[src/rtl/reg_file_2r1w.sv]
// reg_file_2r1w: byte-enabled 1W/2R register file with write bypass and sequenced clear
module reg_file_2r1w #(
    parameter int DATA_W   = 32,
    parameter int ADDR_W   = 3,
    parameter int ZERO_REG = 0
) (
    input  logic                clk,
    input  logic                reset_n,
    input  logic                we,
    input  logic [ADDR_W-1:0]   wAddr,
    input  logic [DATA_W-1:0]   wData,
    input  logic [DATA_W/8-1:0] wBe,
    input  logic                re0,
    input  logic                re1,
    input  logic [ADDR_W-1:0]   rAddr0,
    input  logic [ADDR_W-1:0]   rAddr1,
    output logic [DATA_W-1:0]   rData0,
    output logic [DATA_W-1:0]   rData1,
    output logic                rValid0,
    output logic                rValid1,
    input  logic                clr,
    output logic                busy
);
    localparam int DEPTH = 2**ADDR_W;
    localparam int NB    = DATA_W/8;
    typedef enum logic {IDLE, CLEAR} state_t;
    state_t            state, state_nx;
    logic [ADDR_W-1:0] cnt;
    logic [DATA_W-1:0] regs [DEPTH];
    logic [DATA_W-1:0] merged, rd0, rd1;
    logic              wr_en, zeroing;
    assign busy    = (state == CLEAR);
    assign zeroing = (state == CLEAR) || clr;
    assign wr_en   = (state == IDLE) && we && !clr && !((ZERO_REG != 0) && (wAddr == '0));
    assign rd0 = (zeroing || ((ZERO_REG != 0) && (rAddr0 == '0))) ? '0 :
                 (wr_en && (wAddr == rAddr0)) ? merged : regs[rAddr0];
    assign rd1 = (zeroing || ((ZERO_REG != 0) && (rAddr1 == '0))) ? '0 :
                 (wr_en && (wAddr == rAddr1)) ? merged : regs[rAddr1];
    // state register and clear counter; counter wraps to 0 on the last clear edge
    always_ff @(posedge clk or negedge reset_n) begin
        if (!reset_n) begin
            state <= IDLE;
            cnt   <= '0;
        end else begin
            state <= state_nx;
            cnt   <= (state == CLEAR) ? cnt + 1'b1 : '0;
        end
    end
    // next state: clr starts a sweep from IDLE, the sweep ends after the last address
    always_comb begin
        state_nx = state;
        if (state == IDLE && clr)
            state_nx = CLEAR;
        else if (state == CLEAR && (&cnt))
            state_nx = IDLE;
    end
    // write data merged byte-wise over the current contents, shared by write and bypass
    always_comb begin
        merged = regs[wAddr];
        for (int i = 0; i < NB; i++)
            if (wBe[i]) merged[8*i +: 8] = wData[8*i +: 8];
    end
    // storage: clear sweep has priority, writes only when idle
    always_ff @(posedge clk or negedge reset_n) begin
        if (!reset_n) begin
            for (int i = 0; i < DEPTH; i++) regs[i] <= '0;
        end else if (state == CLEAR) begin
            regs[cnt] <= '0;
        end else if (wr_en) begin
            regs[wAddr] <= merged;
        end
    end
    // registered read ports; data holds when not requested
    always_ff @(posedge clk or negedge reset_n) begin
        if (!reset_n) begin
            rData0  <= '0;
            rData1  <= '0;
            rValid0 <= 1'b0;
            rValid1 <= 1'b0;
        end else begin
            if (re0) rData0 <= rd0;
            if (re1) rData1 <= rd1;
            rValid0 <= re0;
            rValid1 <= re1;
        end
    end
endmodule
[config.mk]
export PLATFORM = sky130hd
export DESIGN_NAME = reg_file_2r1w
export DESIGN_NICKNAME = d
export VERILOG_FILES = /design/src/rtl/reg_file_2r1w.sv
export SDC_FILE = /design/constraint.sdc
export NUM_CORES = 1
export LEC_CHECK = 0
export BUFFER_PORTS_ARGS = -buffer_cell sky130_fd_sc_hd__buf_2
export CAP_MARGIN = 20
export CORE_MARGIN = 4
export CORE_UTILIZATION = 55
export DETAILED_ROUTE_END_ITERATION = 8
export PLACE_DENSITY = 0.73
export SLEW_MARGIN = 30
export SYNTH_ARGS = -nofsm -noshare
export SYNTH_HDL_FRONTEND = slang
export SYNTH_SLANG_ARGS = --single-unit
[constraint.sdc]
create_clock -name clk -period 3.5 [get_ports clk]
set_input_delay 0 -clock clk [delete_from_list [all_inputs] [get_ports clk]]
set_output_delay 0 -clock clk [all_outputs]
set_load 0.005 [all_outputs]
==> results.cfg <==
[logic_synthesis]
synth.cell_area_mm2 = 0.0186
synth_warnings = 0
syn_inst = 1436
yosysSeqAreaShare_pct = 43.9
yosysUniqueCellTypes = 50
yosys_most_used_dff = dfrtp_1
async_flop_share_pct = 100
synth_top_area_cell = dfrtp_1
syn_area_per_cell_um2 = 12.9
synth-seq-cells = 326
synth.area.top_cells = dfrtp_1 44%, mux4_2 16%, a22o_1 12%
synth_edf_count = 0
synthesis.nets = 1489
synth_top_cell_area_share_pct = 43.9

[route]
num_vias = 15100
firstDrtPassIters = 6
drc = 0
wl_per_cell_um = 32.7
dr.first_iter.drc_count = 1917
finalWirelength_um = 64800
drtAntennaViolNets = 0
avgViaCountPerCell = 7.63

[clock_tree]
clkTransAtPathRegs_ps = 60
postCtsSetupBuffers = 0
cts_max_level = 2
clockBufferDepth = 3
cts_tree = yes
numCtsBuffers = 38
clkLatencyLatePin_ps = 540
cts.sinks = 326
cts-root-buf = clkbuf_16

[critical_path]
slowest_delay_ps = 780
cp_data_required_time_ps = 3960
regToRegEndpoint = regs[15]
worstPathMaxFanout = 18
crit_path_end = regs[15]
reg2reg_depth = 5
path_cells = and4bb_1, and2_1, a41oi_4, buf_4, a22o_1
crit_arrival_ps = 2900
critical_path_class = reg2reg
reg2reg_from = busy
worst-r2r-setup-slack_ps = 1060
worstSetupStartpointType = flip-flop
crit_slowest_cell = a41oi_4
crit_path_end_kind = flip-flop
crit_start = busy

[floorplan]
die_area_mm2 = 0.0368
rows = 67
die_w_um = 192
chipHeight_um = 192
core_mm2 = 0.0334
ioPinCount = 118
start_util_pct = 55.6

[pwr]
p_sw_w = 0.00385
comb_power_share_pct = 23.9
p_int_w = 0.00789
p_per_area_mw_per_mm2 = 556
vdd_drop_max_uv = 384
clock_power_share_pct = 36.6
p_seq_share_pct = 39.5
sw_frac_of_total_pct = 32.8
p_leak_nw = 9.40

[placed_design]
post-dp-hpwl_um = 35400
placement.io_buffers = 117
routabilityCongestion = 0.852

[run]
max-cap-violations = 0

[finish]
area_growth_pct = 13.6
nFillCells = 2500
seq_area_mm2 = 0.00816
multi_input_area_mm2 = 0.00977
final_nets = 1556
drive_gt1_share_pct = 27.9

[global_route]
grt_pass1_vias = 15200
grt_max_degree = 91
grt.overflow.total = 0
grt_first_pass_wirelength_um = 96400
grt_usage_pct = 35.0
antenna_found_initial = 1

[timing]
tightest_slew_ps = 990
skew_ps = 17.9
hold_viol = 0
relSlewSlack_pct = 33.9
rsz0062_at_grt = false
timing.hold.ws_ps = 25.3
setup_tns_ps = 0
timing.final.crit_share_pct = 69.7
min_period_ps = 2440
drv_slew = 0
max_freq_mhz = 410
setup_viol_count_final = 0

[hold_path]
holdPathStages = 4
holdCritPathClass = in2reg

[outcome]
status = finished clean
[registers in the layout, indices dropped and copies added (netlist names)]
signal,flops
regs,256
busy,1
rData0,32
rValid0,1
rData1,32
cnt,3
rValid1,1
[synthesized netlist by cell type, types with 16 or more instances]
master,instances
clkbuf_1,88
a221o_1,73
mux4_2,128
nand2_1,16
a22o_1,258
nor2b_1,40
o2bb2ai_1,16
buf_2,47
nor2_1,71
mux2i_1,124
a21oi_1,63
dfrtp_1,326
[through the flow]
stage	std cells	worst slack, ps	total power (W)	utilization [%]	cell area, um2
5_1_grt	1980	1020	0.0121	63.1	21100
3_5_place_dp	1898	908	0.00737	58.7	19600
2_1_floorplan	1436	1730	0.00621	-	18600
3_3_place_gp	1898	981	0.00729	58.7	19600
6_report	1980	1060	0.0117	63.1	21100
4_1_cts	1979	1160	0.0116	63.1	21100
[area by class of cell]
type,count,share of cell area [%]
clock inverters,15,1.01
repair buffers,184,5.85
clock buffers,53,5.36
diodes,1,0.0118
well taps,448,2.65
multi-input cells,940,46.3
flip-flops and latches,326,38.6
inverters,13,0.231
[kinds of logic after synthesis]
kind of cell	after synthesis	synth area share, %
AOI/OAI and AO/OA	505	23.7
adders and majority gates	2	0.135
and+or+nand+nor	151	3.98
xor gates and xnor gates	6	0.283
buffers and inverters	170	4.25
muxes	276	23.7
DFF	326	43.9
[worst max-delay path, delay by kind of cell, from the launching register on]
kind | cells | cell delay (ps)
compound gates | 2 | 980
simple gates | 2 | 520
flops | 1 | 420
buf+inv | 1 | 420
[routing by layer]
layer  GRT usage [%]  vias up  share of wire, %
li1                -     5930                 -
met1            47.1     7696                36
met2            53.0     1248                45
met3            11.5      225                13
met4            14.3        0               4.8
met5               0        -                 0
[how the worst min path moves through the flow]
stage              start    endpoint  slack [ps]
2_1_floorplan    reset_n        busy        -300
6_report       rAddr0[0]  rData0[13]          30
4_1_cts        rAddr0[1]  rData0[13]          20
3_5_place_dp     reset_n  rData1[24]          50
5_1_grt        wData[26]   regs[218]          40
3_3_place_gp     reset_n  rData0[24]          30
[power by group through the flow]
stage | clock network (W) | registers, W | logic (W)
after floorplan | 0 | 0.00451 | 0.00170
after detailed placement | 0 | 0.00466 | 0.00271
after global routing | 0.00446 | 0.00468 | 0.00291
final | 0.00430 | 0.00464 | 0.00281
after CTS | 0.00431 | 0.00461 | 0.00273
after global placement | 0 | 0.00464 | 0.00266
[placed cells by master, fill, tap and decap left out, drive strengths merged, types with 10 or more instances in the layout]
| cell type | count |
|---|---|
| clkbuf | 53 |
| mux4 | 128 |
| buf | 171 |
| a31oi | 17 |
| and2 | 10 |
| a21oi | 64 |
| mux2 | 24 |
| a211o | 13 |
| nor2 | 72 |
| dfrtp | 326 |
| mux2i | 124 |
| a2bb2oi | 11 |
| dlygate4sd3 | 13 |
| a22oi | 13 |
| o21ai | 22 |
| o2bb2ai | 16 |
| nand2 | 16 |
| nor2b | 40 |
| inv | 13 |
| a221o | 73 |
| a22o | 258 |
[timing repair]
item | CTS | global route
resized for setup | 0 | 0
hold buffers | 13 | 0
hold endpoints to repair | 118 | 0
No activity file was read; power rests on OpenSTA's default activity.
